--- src/rtl/cache_lookup_stage.sv ---
// Stage 2 of the 4-way, 16-set write-back data cache: tag compare, hit response,
// and the writeback/refill sequencer. Owns the per-set dirty bits and tree-PLRU state.
module cache_lookup_stage (
  input  logic         clk,
  input  logic         rst,
  input  logic [31:0]  req_addr,
  input  logic [3:0]   req_rmask,
  input  logic [3:0]   req_wmask,
  input  logic [31:0]  req_wdata,
  input  logic         write_done_reg,
  input  logic [255:0] data_out [4],
  input  logic [23:0]  tag_out [4],
  input  logic         valid_out [4],
  input  logic         dfp_resp,
  output logic [31:0]  ufp_rdata,
  output logic         ufp_resp,
  output logic [31:0]  dfp_addr,
  output logic         dfp_read,
  output logic         dfp_write,
  output logic [255:0] dfp_wdata,
  output logic         read_halt,
  output logic         write_halt,
  output logic [1:0]   write_way,
  output logic         refill_valid,
  output logic [2:0]   lru_read
);

  localparam logic [1:0] COMPARE   = 2'd0;
  localparam logic [1:0] WRITEBACK = 2'd1;
  localparam logic [1:0] REFILL    = 2'd2;
  localparam logic [1:0] SETTLE    = 2'd3;

  logic [1:0] state_q, state_d;
  logic [1:0] victim_q, victim_d;
  logic [3:0] dirty_q [16];
  logic [2:0] lru_q [16];

  logic [3:0] set_idx;
  logic       req_valid;
  logic       hit;
  logic [1:0] hit_way;
  logic [1:0] victim_way;
  logic [2:0] lru_cur;
  logic [2:0] lru_hit;
  logic       lru_we;
  logic       dirty_set;
  logic       dirty_clr;

  // Store data is written by stage 1; tag bit 23 is not part of the compare.
  logic unused_ok;
  assign unused_ok = ^{req_wdata, tag_out[0][23], tag_out[1][23], tag_out[2][23],
                       tag_out[3][23], req_addr[1:0]};

  assign set_idx   = req_addr[8:5];
  assign req_valid = (|req_rmask) || (|req_wmask);
  assign lru_cur   = lru_q[set_idx];
  assign lru_read  = lru_cur;

  // Descending scan so the lowest matching way wins.
  always_comb begin
    hit     = 1'b0;
    hit_way = 2'd0;
    for (int i = 3; i >= 0; i--) begin
      if (valid_out[i] && (tag_out[i][22:0] == req_addr[31:9])) begin
        hit     = 1'b1;
        hit_way = 2'(i);
      end
    end
  end

  always_comb begin
    if (lru_cur[0]) victim_way = lru_cur[1] ? 2'd0 : 2'd1;
    else            victim_way = lru_cur[2] ? 2'd2 : 2'd3;
  end

  // Point the tree away from the way just used; untouched bits are kept.
  always_comb begin
    lru_hit = lru_cur;
    unique case (hit_way)
      2'd0: lru_hit[1:0] = 2'b00;
      2'd1: lru_hit[1:0] = 2'b10;
      2'd2: begin lru_hit[2] = 1'b0; lru_hit[0] = 1'b1; end
      2'd3: begin lru_hit[2] = 1'b1; lru_hit[0] = 1'b1; end
      default: lru_hit = lru_cur;
    endcase
  end

  always_comb begin
    state_d      = state_q;
    victim_d     = victim_q;
    ufp_rdata    = 32'd0;
    ufp_resp     = 1'b0;
    dfp_addr     = 32'd0;
    dfp_read     = 1'b0;
    dfp_write    = 1'b0;
    dfp_wdata    = 256'd0;
    read_halt    = 1'b0;
    write_halt   = 1'b0;
    write_way    = 2'd0;
    refill_valid = 1'b0;
    lru_we       = 1'b0;
    dirty_set    = 1'b0;
    dirty_clr    = 1'b0;
    case (state_q)
      COMPARE: begin
        if (req_valid && !write_done_reg) begin
          if (hit) begin
            ufp_resp = 1'b1;
            lru_we   = 1'b1;
            if (|req_wmask) begin
              write_halt = 1'b1;
              write_way  = hit_way;
              dirty_set  = 1'b1;
            end else begin
              ufp_rdata = data_out[hit_way][{req_addr[4:2], 5'b0} +: 32];
            end
          end else begin
            read_halt = 1'b1;
            victim_d  = victim_way;
            if (valid_out[victim_way] && dirty_q[set_idx][victim_way]) state_d = WRITEBACK;
            else                                                        state_d = REFILL;
          end
        end
      end
      WRITEBACK: begin
        // Stage 1 is frozen, so the SRAM outputs for the victim stay stable.
        dfp_write = 1'b1;
        dfp_addr  = {tag_out[victim_q][22:0], set_idx, 5'b0};
        dfp_wdata = data_out[victim_q];
        read_halt = 1'b1;
        if (dfp_resp) begin
          dirty_clr = 1'b1;
          state_d   = REFILL;
        end
      end
      REFILL: begin
        dfp_read  = 1'b1;
        dfp_addr  = {req_addr[31:5], 5'b0};
        read_halt = 1'b1;
        if (dfp_resp) begin
          refill_valid = 1'b1;
          state_d      = SETTLE;
        end
      end
      SETTLE: begin
        read_halt = 1'b1;
        state_d   = COMPARE;
      end
      default: state_d = COMPARE;
    endcase
  end

  always_ff @(posedge clk) begin
    if (rst) begin
      state_q  <= COMPARE;
      victim_q <= 2'd0;
      for (int s = 0; s < 16; s++) begin
        dirty_q[s] <= 4'd0;
        lru_q[s]   <= 3'd0;
      end
    end else begin
      state_q  <= state_d;
      victim_q <= victim_d;
      if (lru_we)    lru_q[set_idx]             <= lru_hit;
      if (dirty_set) dirty_q[set_idx][hit_way]  <= 1'b1;
      if (dirty_clr) dirty_q[set_idx][victim_q] <= 1'b0;
    end
  end

endmodule

--- config.mk ---
export PLATFORM = sky130hd
export DESIGN_NAME = cache_lookup_stage
export DESIGN_NICKNAME = d
export VERILOG_FILES = /design/src/rtl/cache_lookup_stage.sv
export SDC_FILE = /design/constraint.sdc
export NUM_CORES = 1
export LEC_CHECK = 0
export BUFFER_PORTS_ARGS = -buffer_cell sky130_fd_sc_hd__clkbuf_2
export CORE_AREA = 4 4 597 599
export CTS_CLUSTER_SIZE = 40
export DETAILED_ROUTE_END_ITERATION = 7
export DIE_AREA = 0 0 601 603
export PLACE_DENSITY = 0.3
export SYNTH_ARGS = -nofsm -noshare
export SYNTH_HDL_FRONTEND = slang
export SYNTH_SLANG_ARGS = --single-unit
--- constraint.sdc ---
create_clock -name clk -period 5.9 [get_ports clk]
set_input_delay 0.295 -clock clk [delete_from_list [all_inputs] [get_ports clk]]
set_output_delay 0.295 -clock clk [all_outputs]
set_load 0.05 [all_outputs]
==> impl_metrics.env <==
export IMPL_wl_per_cell_um=40.8
export IMPL_io_pins=1531
export IMPL_status="finished, final reports clean"
export IMPL_viasPerCell=3.88
export IMPL_avgSynthCellArea_um2=9.12
export IMPL_tightest_slew_ns=1.33
export IMPL_swShare_pct=61.8
export IMPL_clk_pin_slew_ns=0.06
export IMPL_critPathKind="input port to primary output"
export IMPL_rr_startpoint="state_q[0]$_SDFFE_PP0P_"
export IMPL_detail_route_first_pass_iterations=6
export IMPL_finalSetupViolations=0
export IMPL_hold_end="victim_q[1]$_SDFFE_PP0P_"
export IMPL_start_util_pct=6.94
export IMPL_port_buffers=1487
export IMPL_placed_cells=8630
export IMPL_finalCoreUtilization_pct=11.3
export IMPL_cts_hold_buf=0
export IMPL_hp_start="rst"
export IMPL_rows=218
export IMPL_cts_root_buf="clkbuf_16"
export IMPL_p_switching_mw=6.04
export IMPL_hold_viol_final=0
export IMPL_grt_pass1_wl_um=437000
export IMPL_fin_skew_ns=0.00976
export IMPL_die_x_um=601
export IMPL_ir_drop_mv=0.187
export IMPL_tns_ns=0
export IMPL_clock_latency_ns=0.42
export IMPL_cts_buffers=17
export IMPL_die_h_um=603
export IMPL_r2r_end="dirty_q[3][2]$_SDFFCE_PN0P_"
export IMPL_drcViolationCount=0
export IMPL_path_max_fanout=25
export IMPL_hold_path_depth=2
export IMPL_dp_hpwl_um=315000
export IMPL_cpPeakStageDelay_ns=0.88
export IMPL_postCtsSetupRepairBufs=0
export IMPL_hold_class="input port to flop"
export IMPL_track_usage_pct=18.8
export IMPL_critPathLaunchType="input port"
export IMPL_final_common_cell="clkbuf_2"
export IMPL_grt_pass1_vias=33700
export IMPL_p_leak_nw=14.9
export IMPL_final_cells=8760
export IMPL_synth_edf_count=112
export IMPL_max_cap_violations=0
export IMPL_cts_htree_levels=4
export IMPL_nets=5233
export IMPL_antenna_found_initial=245
export IMPL_crit_chain="clkbuf_2 > xnor2_1 > nand4_1 > nor4_1 > buf_4 > a2bb2oi_4 > nand3_4 > buf_4 > o221a_2 > o221ai_1 > a21oi_2 > a221o_1 > buf_12"
export IMPL_ys_seq_elements=116
export IMPL_synth_distinct_cells=76
export IMPL_core_area_um2=351000
export IMPL_placed_cell_area_um2=38800
export IMPL_hold_ws_ns=0.297
export IMPL_routed_wl_um=357000
export IMPL_crit_path_top_delay_cell="a21oi_2"
export IMPL_cp_required_ns=5.61
export IMPL_internal_power_mw=3.74
export IMPL_syn_inst=2674
export IMPL_cp_arrival_ns=4.82
export IMPL_drtIter0Drc=3430
export IMPL_layout_drive_gt1_share_pct=54.5
export IMPL_layout_common_cells="1456 x clkbuf_2, 373 x nor2_1, 310 x mux4_2"
export IMPL_synth_area_um2=24400
export IMPL_clk_path_buf_depth=2
export IMPL_ys_seq_area_share_pct=14.1
export IMPL_finalInstanceArea_um2=39600
export IMPL_power_sequential_fraction_pct=10.6
export IMPL_fin_ws_ns=0.782
export IMPL_place_ws_ns=0.724
export IMPL_powerDensity_nw_per_um2=247
export IMPL_r2r_cells=8
export IMPL_pwr_share_clk_pct=10.4
export IMPL_rsz0062_at_grt="no"
export IMPL_timing_final_crit_share_pct=86.7
export IMPL_clock_sinks=116
export IMPL_gp_congestion=0.996
export IMPL_slew_headroom_pct=11.3
export IMPL_reg2reg_slack_ns=3.01
export IMPL_antenna_left=0
export IMPL_nFillCells=40800
export IMPL_clock_fmax_mhz=195
export IMPL_pwr_share_comb_pct=79.0
export IMPL_yosysWarnings=0
export IMPL_slew_viol_final=0
export IMPL_ys_flop_type="edfxtp_1"
export IMPL_syn2layout_area_growth_pct=62.2
export IMPL_grt_max_degree=111
export IMPL_path_common_cell="buf_4"
export IMPL_grt_ovfl_total=0
export IMPL_cp_end_kind="primary output"
export IMPL_finalPower_mw=9.78
export IMPL_finalCriticalPeriod_ns=5.12
export IMPL_vias=34000
export IMPL_cts_resized=0
export IMPL_cts_tree="yes"
export IMPL_async_flop_share_pct=0
export IMPL_dieArea_um2=362000
## cells by family (layout without fill, tap and decap cells)
group	count (synthesis)	in the layout	share of synthesized area (%)
AOI/OAI and AO/OA	843	843	27.4
DFF	116	116	14.1
other	1	103	0.0154
and+or+nand+nor	928	928	19.6
adders and majority gates	4	4	0.205
buffers and inverters	378	1742	6.74
muxes	312	312	28.7
xor gates and xnor gates	92	92	3.30
## how the worst max path moves through the flow
| stage | start | depth (start not counted) | end | slack [ns] |
|---|---|---|---|---|
| finish | req_addr[10] | 13 | ufp_rdata[15] | 0.78 |
| global route | req_addr[10] | 13 | ufp_rdata[24] | 0.57 |
| CTS | req_addr[10] | 15 | ufp_rdata[3] | 0.71 |
| detailed placement | req_addr[10] | 15 | ufp_rdata[3] | 0.72 |
| global placement | req_addr[10] | 15 | ufp_rdata[3] | 0.71 |
| floorplan | req_addr[12] | 11 | ufp_rdata[29] | 2.28 |
## area by class of cell
class	count	area, um2	area share [%]
antenna	98	245	0.620
sequential	116	3450	8.72
inverter	38	148	0.373
clock buffer	17	425	1.07
clock inverter	15	143	0.360
multi-input combinational	2184	19700	49.8
timing repair buffer	1672	9690	24.5
tap	4620	5780	14.6
## per-layer routing
metal / part of all wire [%] / vias up / GRT usage [%] / wire length [um]
li1: - / 13500 / - / -
met1: 39 / 17600 / 21.9 / 138000
met2: 47 / 2255 / 31.4 / 169000
met3: 9.2 / 491 / 6.46 / 32900
met4: 4.6 / 110 / 7.41 / 16600
met5: 0.21 / - / 0 / 739
## state kept, by name, summed over array words and instances (netlist names)
name and flops:
dirty_q 64, lru_q 48, state_q 2, victim_q 2
## power groups by stage
stage / clock network (mW) / registers (mW) / logic, mW
6_report: 1.02 / 1.04 / 7.72
5_1_grt: 1.08 / 1.05 / 8.02
4_1_cts: 1.04 / 1.05 / 7.85
3_5_place_dp: 0 / 1.07 / 7.83
3_3_place_gp: 0 / 1.06 / 7.86
2_1_floorplan: 0 / 0.960 / 4.37
## cell usage after synthesis (12+ instances only)
cell | instances | share of area, %
o311ai_0 | 14 | 0.50
o221ai_1 | 90 | 3.2
mux4_2 | 310 | 29
o2111ai_1 | 47 | 1.7
and2_1 | 266 | 6.8
o21bai_1 | 20 | 0.62
o21ai_0 | 132 | 2.7
o221a_2 | 82 | 3.8
nand2_1 | 33 | 0.51
a22oi_1 | 31 | 0.95
edfxtp_1 | 112 | 14
o211ai_1 | 26 | 0.80
nor3_1 | 90 | 1.8
o221ai_2 | 20 | 1.2
xnor2_1 | 66 | 2.4
nor2b_1 | 28 | 0.72
a21o_1 | 68 | 2.1
clkbuf_1 | 186 | 2.9
o31ai_1 | 13 | 0.40
o21ai_1 | 14 | 0.29
or2_2 | 12 | 0.31
buf_2 | 81 | 1.7
nor4_1 | 40 | 1.0
a21oi_1 | 49 | 1.0
nand4_1 | 19 | 0.49
o22a_1 | 28 | 1.0
a221o_1 | 43 | 1.8
buf_1 | 48 | 0.74
inv_1 | 37 | 0.57
o21a_1 | 77 | 2.4
o22ai_1 | 36 | 0.92
nor2_1 | 375 | 5.8
buf_4 | 17 | 0.52
nor3b_1 | 12 | 0.37
a211o_1 | 13 | 0.47
xor2_1 | 26 | 0.93
## worst max-delay path: cells and delay by family
family                 cells  cell delay, ns
AND/OR/NAND/NOR            3            1.18
AO/OA/AOI/OAI              5            1.88
XOR/XNOR                   1            0.30
buffers and inverters      4            1.06
Power figures use the tool's default switching activity.
